--- config.mk ---
export PLATFORM = sky130hd
export DESIGN_NAME = dds_sweep_ctrl
export DESIGN_NICKNAME = d
export VERILOG_FILES = /design/src/rtl/dds_sweep_ctrl.sv
export SDC_FILE = /design/constraint.sdc
export NUM_CORES = 1
export LEC_CHECK = 0
export ABC_AREA = 1
export CAP_MARGIN = 20
export CORE_MARGIN = 8
export CORE_UTILIZATION = 56
export DETAILED_ROUTE_END_ITERATION = 8
export PLACE_DENSITY = 0.81
export SYNTH_ARGS = -nofsm -noshare
export SYNTH_HDL_FRONTEND = slang
export SYNTH_SLANG_ARGS = --single-unit
--- constraint.sdc ---
create_clock -name clk -period 3.2 [get_ports clk]
set_clock_uncertainty 0.2 [all_clocks]
set_input_delay 0.64 -clock clk [delete_from_list [all_inputs] [get_ports clk]]
set_output_delay 0.64 -clock clk [all_outputs]
set_load 0.005 [all_outputs]
--- src/rtl/dds_sweep_ctrl.sv ---
// dds_sweep_ctrl: stepped-frequency sweep sequencer feeding the DDS FCW input.
// Emits one FCW per accepted beat and advances the sweep on consumed samples,
// so a stalled DDS stretches the sweep rather than shortening dwells.
// Optional build macro: DDS_SWEEP_PINGPONG_EN adds a down leg after the up leg.
//
// Stream handshake: fcw_valid is high for the whole of RUN; a beat transfers
// on a rising clk edge where fcw_valid & fcw_ready. fcw_out and step_idx are
// held while a beat is waiting, and the sweep position advances only on a
// transferred beat, so the following beat already carries the next FCW.
module dds_sweep_ctrl #(
  parameter int G_FCW_WIDTH = 24,
  parameter int G_CNT_WIDTH = 16
) (
  input  logic                   clk,
  input  logic                   reset,
  input  logic                   enable,
  input  logic                   start,
  input  logic                   stop,
  input  logic [G_FCW_WIDTH-1:0] cfg_start_fcw,
  input  logic [G_FCW_WIDTH-1:0] cfg_step_fcw,
  input  logic [G_CNT_WIDTH-1:0] cfg_num_steps,
  input  logic [G_CNT_WIDTH-1:0] cfg_dwell,
  input  logic                   cfg_loop,
  output logic [G_FCW_WIDTH-1:0] fcw_out,
  output logic                   fcw_valid,
  input  logic                   fcw_ready,
  output logic                   busy,
  output logic                   done,
  output logic [G_CNT_WIDTH-1:0] step_idx,
  output logic [0:0]             dbg_state
);

  localparam logic [0:0] S_IDLE = 1'b0;
  localparam logic [0:0] S_RUN  = 1'b1;

  localparam logic [G_CNT_WIDTH-1:0] CNT_ONE = G_CNT_WIDTH'(1);

  logic [0:0]             state_q,     state_d;
  logic [G_FCW_WIDTH-1:0] fcw_q,       fcw_d;
  logic [G_CNT_WIDTH-1:0] step_idx_q,  step_idx_d;
  logic [G_CNT_WIDTH-1:0] dwell_cnt_q, dwell_cnt_d;
  logic                   done_q,      done_d;
  // Shadow copies of the configuration; steps/dwell are stored already
  // promoted from 0 to 1 so the run-time compares need no special case.
  logic [G_FCW_WIDTH-1:0] sh_start_q,  sh_start_d;
  logic [G_FCW_WIDTH-1:0] sh_step_q,   sh_step_d;
  logic [G_CNT_WIDTH-1:0] sh_steps_q,  sh_steps_d;
  logic [G_CNT_WIDTH-1:0] sh_dwell_q,  sh_dwell_d;
  logic                   sh_loop_q,   sh_loop_d;
`ifdef DDS_SWEEP_PINGPONG_EN
  logic                   dir_q,       dir_d;   // 0 = up leg, 1 = down leg
`endif

  logic beat;
  logic last_dwell;
  logic at_top;
  logic sweep_end;

  assign beat       = (state_q == S_RUN) && fcw_ready;
  assign last_dwell = (dwell_cnt_q == (sh_dwell_q - CNT_ONE));
  assign at_top     = (step_idx_q == (sh_steps_q - CNT_ONE));

  // Next-state, sweep position and shadow-register update.
  always_comb begin
    state_d     = state_q;
    fcw_d       = fcw_q;
    step_idx_d  = step_idx_q;
    dwell_cnt_d = dwell_cnt_q;
    done_d      = 1'b0;
    sh_start_d  = sh_start_q;
    sh_step_d   = sh_step_q;
    sh_steps_d  = sh_steps_q;
    sh_dwell_d  = sh_dwell_q;
    sh_loop_d   = sh_loop_q;
    sweep_end   = 1'b0;
`ifdef DDS_SWEEP_PINGPONG_EN
    dir_d       = dir_q;
`endif
    case (state_q)
      S_IDLE: begin
        // stop outranks start even while idle
        if (start && !stop) begin
          sh_start_d  = cfg_start_fcw;
          sh_step_d   = cfg_step_fcw;
          sh_steps_d  = (cfg_num_steps == '0) ? CNT_ONE : cfg_num_steps;
          sh_dwell_d  = (cfg_dwell == '0) ? CNT_ONE : cfg_dwell;
          sh_loop_d   = cfg_loop;
          state_d     = S_RUN;
          fcw_d       = cfg_start_fcw;
          step_idx_d  = '0;
          dwell_cnt_d = '0;
`ifdef DDS_SWEEP_PINGPONG_EN
          dir_d       = 1'b0;
`endif
        end
      end
      S_RUN: begin
        if (stop) begin
          state_d = S_IDLE;
        end else if (beat) begin
          if (!last_dwell) begin
            dwell_cnt_d = dwell_cnt_q + CNT_ONE;
          end else begin
            dwell_cnt_d = '0;
`ifdef DDS_SWEEP_PINGPONG_EN
            if (!dir_q) begin
              if (!at_top) begin
                fcw_d      = fcw_q + sh_step_q;
                step_idx_d = step_idx_q + CNT_ONE;
              end else if (sh_steps_q != CNT_ONE) begin
                // turn around without repeating the top step
                dir_d      = 1'b1;
                fcw_d      = fcw_q - sh_step_q;
                step_idx_d = step_idx_q - CNT_ONE;
              end else begin
                sweep_end  = 1'b1;
              end
            end else begin
              if (step_idx_q != '0) begin
                fcw_d      = fcw_q - sh_step_q;
                step_idx_d = step_idx_q - CNT_ONE;
              end else begin
                sweep_end  = 1'b1;
              end
            end
`else
            if (!at_top) begin
              fcw_d      = fcw_q + sh_step_q;
              step_idx_d = step_idx_q + CNT_ONE;
            end else begin
              sweep_end  = 1'b1;
            end
`endif
            if (sweep_end) begin
              if (sh_loop_q) begin
                fcw_d      = sh_start_q;
                step_idx_d = '0;
`ifdef DDS_SWEEP_PINGPONG_EN
                dir_d      = 1'b0;
`endif
              end else begin
                state_d = S_IDLE;
                done_d  = 1'b1;
              end
            end
          end
        end
      end
      default: state_d = S_IDLE;
    endcase
  end

  // State registers; enable low behaves exactly like reset.
  always_ff @(posedge clk) begin
    if (reset || !enable) begin
      state_q     <= S_IDLE;
      fcw_q       <= '0;
      step_idx_q  <= '0;
      dwell_cnt_q <= '0;
      done_q      <= 1'b0;
      sh_start_q  <= '0;
      sh_step_q   <= '0;
      sh_steps_q  <= '0;
      sh_dwell_q  <= '0;
      sh_loop_q   <= 1'b0;
`ifdef DDS_SWEEP_PINGPONG_EN
      dir_q       <= 1'b0;
`endif
    end else begin
      state_q     <= state_d;
      fcw_q       <= fcw_d;
      step_idx_q  <= step_idx_d;
      dwell_cnt_q <= dwell_cnt_d;
      done_q      <= done_d;
      sh_start_q  <= sh_start_d;
      sh_step_q   <= sh_step_d;
      sh_steps_q  <= sh_steps_d;
      sh_dwell_q  <= sh_dwell_d;
      sh_loop_q   <= sh_loop_d;
`ifdef DDS_SWEEP_PINGPONG_EN
      dir_q       <= dir_d;
`endif
    end
  end

  assign fcw_out   = fcw_q;
  assign fcw_valid = (state_q == S_RUN);
  assign busy      = (state_q == S_RUN);
  assign done      = done_q;
  assign step_idx  = step_idx_q;
  assign dbg_state = state_q;

endmodule

==> metrics.log <==
INFO  metric setup_tns = 0 ns
INFO  metric max_slew.worst_pin.slew = 0.8011 ns
INFO  metric final_period_minus_worst_setup_slack = ~3 ns
INFO  metric synth.lib_cells_used.distinct = 43
INFO  metric drive_above_1_share = about 5.3%
INFO  metric crit_path_max_incr_delay = 0.37 ns
INFO  metric vias_per_cell = 5.540
INFO  metric static-leakage-power = 4.692 nW
INFO  metric number_of_nets_in_the_synthesized_netlist = 1611
INFO  metric portBuffers = 130
INFO  metric post-route-drc-count = 0
INFO  metric postCtsSetupRepairBufs = 0
INFO  metric num_antenna_cells = 0
INFO  metric die_height = 145.3 µm
INFO  metric timing.max_cap.violations = 0
INFO  metric min-delay-start = sh_start_q[2]
INFO  metric critical_r2r_launch = sh_dwell_q[0]
INFO  metric timing.critical_path.to_type = flop
INFO  metric largest_net_degree_at_the_start_of_global_routing = slightly above 80
INFO  metric htree_num_levels = 4
INFO  metric yosys_warns = 0
INFO  metric buffers_inverters_on_critical_path = 2
INFO  metric post_synth_inst_count = 1496
INFO  metric critPathTopFamily = simple AND/OR/NAND/NOR gates
INFO  metric rrSetupSlack = approximately 0.27 ns
INFO  metric global_route_wire_length_before_repair = 46.26 mm
INFO  metric final.period_utilization = around 92%
INFO  metric final.fill_count = around 1500
INFO  metric cp_slowest_cell = sky130_fd_sc_hd__inv_2
INFO  metric critical_path.startpoint = sh_dwell_q[0]
INFO  metric crit_path_max_fanout = 19
INFO  metric reg2reg_depth = 16
INFO  metric numCtsBuffers = 17
INFO  metric insertion_delay = between 0.4 and 0.5 ns
INFO  metric setup-violations-final = 0
INFO  metric io_pins = 131
INFO  metric initial_standard_cell_utilization_of_the_core = 56.90%
INFO  metric grt_remaining_overflow = 0
INFO  metric p_r_area_growth_vs_syn = 22.28%
INFO  metric dr_total_vias = approximately 10000
INFO  metric worst_ep_arrival_time = just over 3 ns
INFO  metric dr.first_iter.drc_count = 880
INFO  metric synth-seq-cells = 139
INFO  metric drt-pass1-iter-count = 6
INFO  metric rsz0062_at_grt = no
INFO  metric finalInstanceArea = around 11000 µm²
INFO  metric post_synth_instance_area = 9369 µm²
INFO  metric hp-class = flop to flop
INFO  metric power_density = ~400 nW/µm²
INFO  metric r2r-end = step_idx[12]
INFO  metric worst_setup_endpoint = step_idx[12]
INFO  metric path_clk_slew = 0.06 ns
INFO  metric floorplan.die.width = 145.3 µm
INFO  metric cts.root.buffer_cell = sky130_fd_sc_hd__clkbuf_16
INFO  metric crit_path_frequent_cell = sky130_fd_sc_hd__nand2_1
INFO  metric detailed_route_wire_length_per_cell = 15.62 µm
INFO  metric ff_latch_area = ~2800 µm²
INFO  metric status = finished clean
INFO  metric gpl.final_weighted_congestion = 0.9713
INFO  metric timing.critical_path.cells = inv_1 -> ha_1 -> nand3_2 -> nor2_4 -> nand2_2 -> nor2_4 -> nand2_1 -> nand2_1 -> nand2_1 -> nand3_1 -> nor2_2 -> nand3_2 -> nand2_2 -> inv_2 -> nand2_1 -> a21oi_1
INFO  metric fin_worst_hold_slack = 0.2545 ns
INFO  metric post_synthesis_area_per_instance = 6.263 µm²
INFO  metric report.final.slew_viol_count = 0
INFO  metric worstSetupPathDepth = 16
INFO  metric area_taken_by_multi_input_logic_gates = ~5700 µm²
INFO  metric numClockSinks = 139
INFO  metric design.die.area = 21130 µm²
INFO  metric critical_path_class = flop to flop
INFO  metric worst_ep_required_time = 3.35 ns
INFO  metric tritoncts_clock_tree = built
INFO  metric core_area = between 15000 and 20000 µm²
INFO  metric final_antenna_net_count = 0
INFO  metric irDropWorstVdd = roughly 0.38 mV
INFO  metric clock_path_buffers = 2
INFO  metric achievable-frequency = 0.3411 GHz
INFO  metric dp_area = 10840 µm²
INFO  metric floorplan.rows = 47
INFO  metric final_net_count = ~1700
INFO  metric final-hold-violation-count = 0
INFO  metric hpwl_dp = between 20 and 25 mm
INFO  metric synth_seq_area_share = between 20% and 30%
INFO  metric number_of_antenna_violations_at_the_first_check_in_global_routing = 0
INFO  metric routed_wl = roughly 29 mm
INFO  metric critPathLaunchType = flop
INFO  metric grt_util_all_layers = 26.10%
INFO  metric first_global_vias = roughly 9400
INFO  metric slew-limit-headroom = 46.03%
[worst min-delay path by stage]
stage	to	cells past startpoint
final	sh_start_q[2]	2
after global routing	sh_start_q[0]	2
after CTS	sh_start_q[2]	2
after detailed placement	sh_start_q[2]	2
after global placement	sh_start_q[22]	2
after floorplan	sh_start_q[3]	2
[placed cells by master (no fill, tap or decap), types with 3 or more instances in the layout]
| master | netlist | routed |
|---|---|---|
| sky130_fd_sc_hd__a211oi_1 | 22 | 22 |
| sky130_fd_sc_hd__a21oi_1 | 155 | 155 |
| sky130_fd_sc_hd__a22oi_1 | 4 | 4 |
| sky130_fd_sc_hd__buf_12 | 0 | 4 |
| sky130_fd_sc_hd__buf_4 | 5 | 12 |
| sky130_fd_sc_hd__bufinv_16 | 0 | 3 |
| sky130_fd_sc_hd__clkbuf_16 | 0 | 17 |
| sky130_fd_sc_hd__clkdlybuf4s50_1 | 0 | 130 |
| sky130_fd_sc_hd__clkinv_2 | 0 | 3 |
| sky130_fd_sc_hd__clkinv_4 | 0 | 3 |
| sky130_fd_sc_hd__dfxtp_1 | 139 | 139 |
| sky130_fd_sc_hd__ha_1 | 27 | 27 |
| sky130_fd_sc_hd__inv_1 | 154 | 153 |
| sky130_fd_sc_hd__inv_2 | 3 | 4 |
| sky130_fd_sc_hd__inv_6 | 0 | 3 |
| sky130_fd_sc_hd__nand2_1 | 433 | 433 |
| sky130_fd_sc_hd__nand2_2 | 5 | 5 |
| sky130_fd_sc_hd__nand3_1 | 124 | 123 |
| sky130_fd_sc_hd__nand3b_1 | 10 | 10 |
| sky130_fd_sc_hd__nand4_1 | 29 | 29 |
| sky130_fd_sc_hd__nor2_1 | 143 | 141 |
| sky130_fd_sc_hd__nor2_2 | 9 | 11 |
| sky130_fd_sc_hd__nor2_4 | 6 | 6 |
| sky130_fd_sc_hd__nor3_1 | 11 | 11 |
| sky130_fd_sc_hd__nor4_1 | 9 | 9 |
| sky130_fd_sc_hd__o211ai_1 | 4 | 4 |
| sky130_fd_sc_hd__o21a_1 | 3 | 3 |
| sky130_fd_sc_hd__o21ai_0 | 56 | 56 |
| sky130_fd_sc_hd__o21ai_1 | 5 | 5 |
| sky130_fd_sc_hd__o21bai_1 | 3 | 3 |
| sky130_fd_sc_hd__or2_2 | 8 | 8 |
| sky130_fd_sc_hd__xnor2_1 | 26 | 26 |
| sky130_fd_sc_hd__xor2_1 | 30 | 30 |
[stage by stage]
stage / util (%) / power, mW / instances / setup slack [ns]
after floorplan: - / 2.272 / 1496 / 0.8480
after global placement: 65.81 / 2.524 / 1804 / 0.3714
after detailed placement: 65.81 / 2.534 / 1804 / 0.3236
after CTS: 69.51 / 4.580 / 1836 / 0.2910
after global routing: 69.57 / 4.751 / 1836 / 0.006237
final: 69.57 / 4.575 / 1836 / 0.2682
[synthesized netlist by cell type (all sizes together)]
master | n | area share, %
a211oi | 22 | 1.8
a21boi | 2 | 0.16
a21o | 1 | 0.080
a21oi | 155 | 8.3
a221oi | 2 | 0.19
a22oi | 4 | 0.32
and2 | 2 | 0.13
and3 | 2 | 0.13
buf | 18 | 1.5
clkbuf | 40 | 1.6
clkinv | 2 | 0.080
dfxtp | 139 | 30
fa | 1 | 0.21
ha | 27 | 3.6
inv | 157 | 6.3
nand2 | 439 | 18
nand3 | 126 | 6.8
nand3b | 10 | 0.80
nand4 | 29 | 1.9
nor2 | 158 | 7.1
nor3 | 12 | 0.76
nor3b | 2 | 0.16
nor4 | 9 | 0.60
o211ai | 4 | 0.32
o21a | 3 | 0.24
o21ai | 61 | 3.3
o21bai | 3 | 0.24
o22ai | 2 | 0.13
or2 | 8 | 0.53
xnor2 | 26 | 2.4
xor2 | 30 | 2.8
[sequential cells by signal, indices dropped and copies added (netlist names)]
name / cells
sh_start_q: 24
busy: 1
sh_steps_q: 16
sh_loop_q: 1
step_idx: 16
fcw_out: 24
sh_step_q: 24
dwell_cnt_q: 16
done: 1
sh_dwell_q: 16
[final cells by class]
class                   count  area share [%]
repair buffers            146           12.84
clock buffers              19           3.866
well taps                 220           2.403
clock inverters            13           1.442
inverters                 159           5.210
multi-input cells        1140           49.95
flip-flops and latches    139           24.29
[routing by layer]
metal	up-vias	track usage (%)	part of all wire (%)
met5	-	0	0
li1	5099	-	-
met3	42	5.317	7.7
met4	0	8.225	2.0
met2	422	41.99	45
met1	4609	34.42	45
[repair_timing]
action / CTS / global route
resized for setup: 0 / 2
setup endpoints to repair: 0 / 8
hold buffers: 0 / 0
[worst min-delay path, stage by stage (launching register included)]
cell and delay [ns]:
sky130_fd_sc_hd__dfxtp_1 0.30, sky130_fd_sc_hd__inv_1 0.06, sky130_fd_sc_hd__a21oi_1 0.05
[report_power, final]
group          total (mW)  internal, mW  switching, mW
clock network        2.06          1.25          0.809
registers            1.81          1.77         0.0402
logic               0.702         0.293          0.409
total                4.57          3.32           1.26
[kinds of logic after synthesis]
group                      synth area share (%)
xor gates and xnor gates                  5.235
and+or+nand+nor                           36.75
buffers and inverters                     9.508
adders and majority gates                 3.819
AOI/OAI and AO/OA                         14.98
DFF                                       29.70
No activity file was read; power rests on OpenSTA's default activity.
